**config.mk**
```make
export PLATFORM = sky130hd
export DESIGN_NAME = exec_sequencer
export DESIGN_NICKNAME = d
export VERILOG_FILES = /design/src/rtl/exec_sequencer_pkg.sv /design/src/rtl/exec_sequencer_instr_decode.sv /design/src/rtl/exec_sequencer.sv
export SDC_FILE = /design/constraint.sdc
export NUM_CORES = 1
export LEC_CHECK = 0
export CORE_ASPECT_RATIO = 1.25
export CORE_UTILIZATION = 35
export CTS_CLUSTER_SIZE = 24
export DETAILED_ROUTE_END_ITERATION = 7
export DONT_BUFFER_PORTS = 1
export PLACE_DENSITY = 0.49
export SYNTH_ARGS = -nofsm -noshare
export SYNTH_HDL_FRONTEND = slang
export SYNTH_SLANG_ARGS = --single-unit
```
**constraint.sdc**
```tcl
create_clock -name clk -period 8.6 [get_ports clk]
set_input_delay 2.58 -clock clk [delete_from_list [all_inputs] [get_ports clk]]
set_output_delay 2.58 -clock clk [all_outputs]
set_load 0.005 [all_outputs]
```
**src/rtl/exec_sequencer_pkg.sv**
```systemverilog
// Shared definitions for the four-state instruction sequencer: state encoding,
// instruction field positions, ALU op codes and the counter width default.
package exec_sequencer_pkg;

    localparam int CNT_W_DEFAULT = 16;
    localparam int INSTR_W       = 16;

    localparam int NO_WB_BIT = 15;
    localparam int OP_MSB    = 14;
    localparam int OP_LSB    = 12;
    localparam int RD_MSB    = 11;
    localparam int RD_LSB    = 8;
    localparam int RS1_MSB   = 7;
    localparam int RS1_LSB   = 4;
    localparam int RS2_MSB   = 3;
    localparam int RS2_LSB   = 0;

    typedef enum logic [1:0] {
        ST_IDLE = 2'd0,
        ST_READ = 2'd1,
        ST_EXEC = 2'd2,
        ST_WB   = 2'd3
    } state_e;

    typedef enum logic [2:0] {
        ALU_ADD = 3'b000,
        ALU_SUB = 3'b001,
        ALU_AND = 3'b010,
        ALU_OR  = 3'b011,
        ALU_XOR = 3'b100,
        ALU_SLT = 3'b101,
        ALU_SLL = 3'b110,
        ALU_SRL = 3'b111
    } alu_op_e;

    typedef struct packed {
        logic       no_wb;
        alu_op_e    op;
        logic [3:0] rd;
        logic [3:0] rs1;
        logic [3:0] rs2;
    } instr_fields_t;

endpackage

```
**src/rtl/exec_sequencer_instr_decode.sv**
```systemverilog
// Purely combinational split of a 16-bit instruction word into its fields.
module instr_decode
    import exec_sequencer_pkg::*;
(
    input  logic [INSTR_W-1:0] i_instr,
    output instr_fields_t      o_fields
);

    always_comb begin
        o_fields = '{
            no_wb: i_instr[NO_WB_BIT],
            op:    alu_op_e'(i_instr[OP_MSB:OP_LSB]),
            rd:    i_instr[RD_MSB:RD_LSB],
            rs1:   i_instr[RS1_MSB:RS1_LSB],
            rs2:   i_instr[RS2_MSB:RS2_LSB]
        };
    end

endmodule

```
**src/rtl/exec_sequencer.sv**
```systemverilog
// Four-cycle instruction sequencer: accept, read operands, capture ALU result,
// then write back and retire. One instruction in flight, no queueing.
module exec_sequencer
    import exec_sequencer_pkg::*;
#(
    parameter int CNT_W = CNT_W_DEFAULT
) (
    input  logic               clk,
    input  logic               rst,
    input  logic               instr_valid,
    input  logic [15:0]        instr_in,
    output logic               instr_ready,
    output logic [3:0]         read_reg1,
    output logic [3:0]         read_reg2,
    output logic [2:0]         alu_ctrl,
    input  logic [31:0]        alu_result,
    input  logic               alu_zero,
    output logic [3:0]         write_reg,
    output logic [31:0]        write_data,
    output logic               reg_write,
    output logic               done,
    output logic               zero_flag,
    output logic               busy,
    output logic [CNT_W-1:0]   instr_count
);

    state_e           r_state;
    logic [15:0]      r_instr;
    logic             r_ready;
    logic             r_busy;
    logic [3:0]       r_write_reg;
    logic [31:0]      r_write_data;
    logic             r_reg_write;
    logic             r_done;
    logic             r_zero_pending;
    logic             r_zero_flag;
    logic [CNT_W-1:0] r_instr_count;

    instr_fields_t    w_fields;

    // Read addresses and op are decoded from the held instruction, so they stay
    // stable from READ through WB and read as zero after reset.
    instr_decode u_decode (
        .i_instr  (r_instr),
        .o_fields (w_fields)
    );

    // NOTE: every register here updates with non-blocking assignments so all
    // state moves together on the edge regardless of statement order.
    always_ff @(posedge clk or posedge rst) begin
        if (rst) begin
            r_state        <= ST_IDLE;
            r_instr        <= '0;
            r_ready        <= 1'b1;
            r_busy         <= 1'b0;
            r_write_reg    <= '0;
            r_write_data   <= '0;
            r_reg_write    <= 1'b0;
            r_done         <= 1'b0;
            r_zero_pending <= 1'b0;
            r_zero_flag    <= 1'b0;
            r_instr_count  <= '0;
        end else begin
            case (r_state)
                ST_IDLE: begin
                    if (instr_valid) begin
                        r_instr <= instr_in;
                        r_ready <= 1'b0;
                        r_busy  <= 1'b1;
                        r_state <= ST_READ;
                    end
                end
                ST_READ: begin
                    r_state <= ST_EXEC;
                end
                ST_EXEC: begin
                    r_write_data   <= alu_result;
                    r_zero_pending <= alu_zero;
                    r_write_reg    <= w_fields.rd;
                    r_reg_write    <= ~w_fields.no_wb;
                    r_done         <= 1'b1;
                    r_state        <= ST_WB;
                end
                ST_WB: begin
                    r_reg_write   <= 1'b0;
                    r_done        <= 1'b0;
                    r_zero_flag   <= r_zero_pending;
                    r_instr_count <= r_instr_count + CNT_W'(1);
                    r_ready       <= 1'b1;
                    r_busy        <= 1'b0;
                    r_state       <= ST_IDLE;
                end
                default: begin
                    r_reg_write <= 1'b0;
                    r_done      <= 1'b0;
                    r_ready     <= 1'b1;
                    r_busy      <= 1'b0;
                    r_state     <= ST_IDLE;
                end
            endcase
        end
    end

    assign instr_ready = r_ready;
    assign busy        = r_busy;
    assign read_reg1   = w_fields.rs1;
    assign read_reg2   = w_fields.rs2;
    assign alu_ctrl    = w_fields.op;
    assign write_reg   = r_write_reg;
    assign write_data  = r_write_data;
    assign reg_write   = r_reg_write;
    assign done        = r_done;
    assign zero_flag   = r_zero_flag;
    assign instr_count = r_instr_count;

endmodule

```
Yosys cells after proc, flatten, opt, wreduce, memory -nomap -nowiden
Index checks and enable logic that the tools add are counted.

Memory bits (read-only): 0. Bits of input ports: 52. Flip-flop bits (word level): 76. Output and inout port bits: 68. Logic and storage cells: 30. Latch bits: 0. Memories: 0. Bits in writable memories: 0.

Order comparisons: 0. Reductions and logical operators: 5. Equality and inequality tests: 4. Mux-type cells: 8. Multipliers: 0. Bitwise logic cells: 1. Div/mod/pow operators: 0. Add/subtract/negate cells: 1. Shift operators: 0.

Operators with widths (count): $add 16x1->16 const B (1); $pmux 1 s2 (4); $pmux 2 s4 (1); $eq 2x2->1 const B (2); $reduce_and 2->1 (2); $reduce_bool 2->1 (2); $eq 2x1->1 const B (1); $logic_not 2->1 (1); $mux 1 (2); $mux 2 (1); $ne 2x2->1 const B (1); $not 1->1 (1).

Logic depth before layout (Yosys ltp)
Depth in word-level cells: 3. Gate-level depth with buffers: 6. Gate-level depth less buffers: 5.

By module
A second synthesis with hierarchy kept.

Cell total of the unflattened synthesis: 213. Area, all modules: 3104.2 µm².

By module, submodules not included: exec_sequencer (cells an instance 197, area an instance 2984.1 µm², times used 1); instr_decode (cells an instance 16, area an instance 120.1 µm², times used 1).

Worst setup path after synthesis
OpenSTA, ideal clock, no wires.

Path kind: input to register. Start point: input port instr_valid. End point: register r_instr[0]. Arrival time: 3.358 ns. Data required time: 8.475 ns. Path buffers: 1. Cell stages on the path: 3. Setup time: 0.125 ns. Path slack: 5.117 ns. Cell sequence: nand2_1 -> buf_2 -> mux2_2.

Longest elaborated chain between the ends: 1.

RTL lines: from (decl) (RTL line exec_sequencer.sv:10) `input logic instr_valid,`; $reduce_and 2->1 (no source line); to (signal assigned) (RTL line exec_sequencer.sv:67) `r_instr <= instr_in;`; to (decl) (RTL line exec_sequencer.sv:28) `logic [15:0] r_instr;`.

Every way passes these cells. A chain may end at the register's enable or synchronous reset.

Final worst setup path
Start point: register r_ready (netlist: instr_ready). End point: output port instr_ready.

RTL lines: from (decl) (RTL line exec_sequencer.sv:29) `logic r_ready;`; from (signal assigned) (RTL line exec_sequencer.sv:54) `r_ready <= 1'b1;`; from (signal assigned) (RTL line exec_sequencer.sv:68) `r_ready <= 1'b0;`; from (signal assigned) (RTL line exec_sequencer.sv:89) `r_ready <= 1'b1;`; to (decl) (RTL line exec_sequencer.sv:12) `output logic instr_ready,`.

No word-level cell between the ends.

==> results.md <==
- Pre-CTS WS: 4.89 ns
- Vias per cell: 4.72
- HP Class: flip-flop to flip-flop
- Hold path start: instr_ready
- Root Buffer: clkbuf_8
- Multi-input gate area: 1030 sq um
- CTS tree: built
- Synthesis-to-finish area growth: 7.67%
- CTS Hold Bufs: 0
- Pwr Total: 1230 uW
- Minimum clock period: 3.48 ns
- Seq cells post-synth: 76
- Synth async-reset ratio: 100%
- Status: finished clean
- Largest net degree at the start of global routing: 77
- Power density cells: 372 nW/um^2
- Worst-skew pair later-pin latency: 0.34 ns
- Post-Syn Instances: 208
- Die ar.: 9140 sq um
- First-pass GRT wire length: 8320 microns
- Post-CTS resize count: 0
- Clk buf depth: 2
- TritonCTS sink count: 76
- DR pass1 iterations: 4
- WS Path Type: flip-flop to output port
- WL per Instance: 15.8 microns
- Setup_tns: 0 ns
- Final WL: 5150 microns
- Max-cap violations: 0
- Yosys cell types: 24
- Mapped cell area: 3070 sq um
- Crit-path max FO: 3
- Largest register FFs: 32
- Crit path launch: instr_ready
- Htree depth: 3
- Post-route ant nets: 0
- Final hold viol count: 0
- Cell Rows: 37
- Post-synth top flop: dfrtp_1
- DRC: 0
- Max Fclk: 0.287 GHz
- PortBufs: 0
- 1st-iter DRT viols: 50
- Initial core utilization: 36.6%
- Final worst setup slack: 5.12 ns
- Hold Crit Depth: 2
- Clock Skew: 0.00924 ns
- Hold EP: instr_ready
- # setup viols final: 0
- # fillers: 792
- WP data required: 6.02 ns
- Final Slew Violations: 0
- Post-synthesis sequential area ratio: 62.1%
- Reg area: 1900 sq um
- Post-Syn Nets: 265
- Tot GR Track Use: 12.3%
- Slew margin rel.: 37.9%
- Initial antenna violation count: 0
- Setup bufs post-CTS: 0
- Layout cell share with drive strength beyond 1: 38.0%
- Slew @ Worst Pin: 0.931 ns
- Vias: 1533
- Setup crit start kind: flip-flop
- Clock Pin Slew Worst Setup and Hold Paths: 0.07 ns
- Worst r2r src: r_state[0]
- Period utilization: 40.5%
- Unrepaired setup endpoints after global routing: no
- R2R setup slack: 6.71 ns
- Placed insts: 309
- Fin cells: 325
- Global route overflow: 0
- Vias in the first global route: 1637
- Ant diodes: 0
- # IOs: 120
- LEAKAGE: 0.00144 uW
- Cts bufs inserted: 9
- Worst setup EP type: output port
- Yosys top cell area share: 61.2%
- # nets final: 260
- Gp weighted congestion: 0.724
- Syn. warnings: 0
- DP HPWL: 3600 microns
- Data arrival time of the critical path: 0.90 ns
- RR Endpoint: write_data[4]
- Mean Syn Cell Area: 14.7 sq um
- Synth area leaders: dfrtp_1 (61%), mux2_2 (21%), buf_4 (2.9%)
- Die X: 85.7 microns
- Reg2Reg Depth: 3
- Largest area contributor in the netlist: dfrtp_1
- Core area: 8380 sq um
- Post-synth EDFFs: 0
- Chip height: 107 microns
- Worst vdd ir: 0.172 mV
==> stage by stage <==
| stage | utilization [%] | cell area (sq um) | hold slack [ns] |
|---|---|---|---|
| floorplan | - | 3070 | 0.457 |
| global placement | 37.1 | 3110 | 0.472 |
| detailed placement | 37.1 | 3110 | 0.475 |
| CTS | 39.4 | 3300 | 0.487 |
| global route | 39.4 | 3300 | 0.519 |
| finish | 39.4 | 3300 | 0.487 |
==> cells in the final DEF, fill, tap and decap left out, types with 2 or more instances in the layout <==
| cell | Yosys | routed |
|---|---|---|
| clkinv_4 | 0 | 2 |
| clkinvlp_4 | 0 | 2 |
| clkbuf_1 | 0 | 2 |
| inv_1 | 5 | 4 |
| a21oi_1 | 4 | 4 |
| dfrtp_1 | 75 | 75 |
| ha_1 | 5 | 4 |
| nand4_2 | 2 | 2 |
| nor2_1 | 4 | 4 |
| nand2_1 | 8 | 8 |
| clkbuf_8 | 0 | 9 |
| nand4_1 | 4 | 4 |
| and3_1 | 2 | 2 |
| xnor2_1 | 10 | 10 |
| xor2_1 | 5 | 5 |
| mux2_2 | 56 | 56 |
| nor3_1 | 2 | 2 |
==> cell families after synthesis <==
group / Yosys count / synth area share [%]
adder cells (fa/ha/maj): 5 / 2.04
AO/OA/AOI/OAI: 5 / 0.816
AND/OR/NAND/NOR: 28 / 5.55
multiplexers: 57 / 20.9
flip-flops: 76 / 62.1
XOR/XNOR: 15 / 4.28
buffers and inverters: 22 / 4.37
==> cell usage after synthesis, types with 4 or more instances <==
cell type,count
xor2_1,5
nor2_1,4
dfrtp_1,75
buf_4,12
nand4_1,4
nand2_1,8
inv_1,5
a21oi_1,4
buf_2,5
xnor2_1,10
mux2_2,56
ha_1,5
==> worst max path at each step <==
| stage | endpoint | cells past startpoint |
|---|---|---|
| final | instr_ready | 0 |
| after global routing | instr_ready | 0 |
| after CTS | instr_ready | 0 |
| after detailed placement | r_instr[5] | 2 |
| after global placement | r_instr[1] | 2 |
| after floorplan | busy | 1 |
==> worst reg2reg max path, cell delays in order, from the launching register on <==
cell     delay (ns)
dfrtp_1        0.38
inv_1          0.13
ha_2           0.80
mux2_2         0.46
==> layout make-up <==
| cell class | instances | area share, % |
|---|---|---|
| Inverter | 5 | 0.568 |
| Clock buffer | 11 | 3.98 |
| Clock inverter | 5 | 1.89 |
| Timing Repair Buffer | 1 | 0.227 |
| Sequential cell | 76 | 57.6 |
| Tap cell | 117 | 4.43 |
| Multi-Input combinational cell | 110 | 31.3 |
==> routing by layer <==
layer  routed length, microns  up-vias  track usage [%]
li1                         -      688                -
met1                     2060      775             13.3
met2                     2730       64             20.7
met3                      282        6             4.46
met4                       82        0             6.79
met5                        0        -                0
==> power breakdown <==
group	internal [uW]	leakage, uW	switching, uW	total [uW]
clock network	135	0.0000897	127	262
logic	190	0.000425	127	317
registers	521	0.000921	127	648
total	847	0.00144	381	1230
No activity file was read; power rests on OpenSTA's default activity.
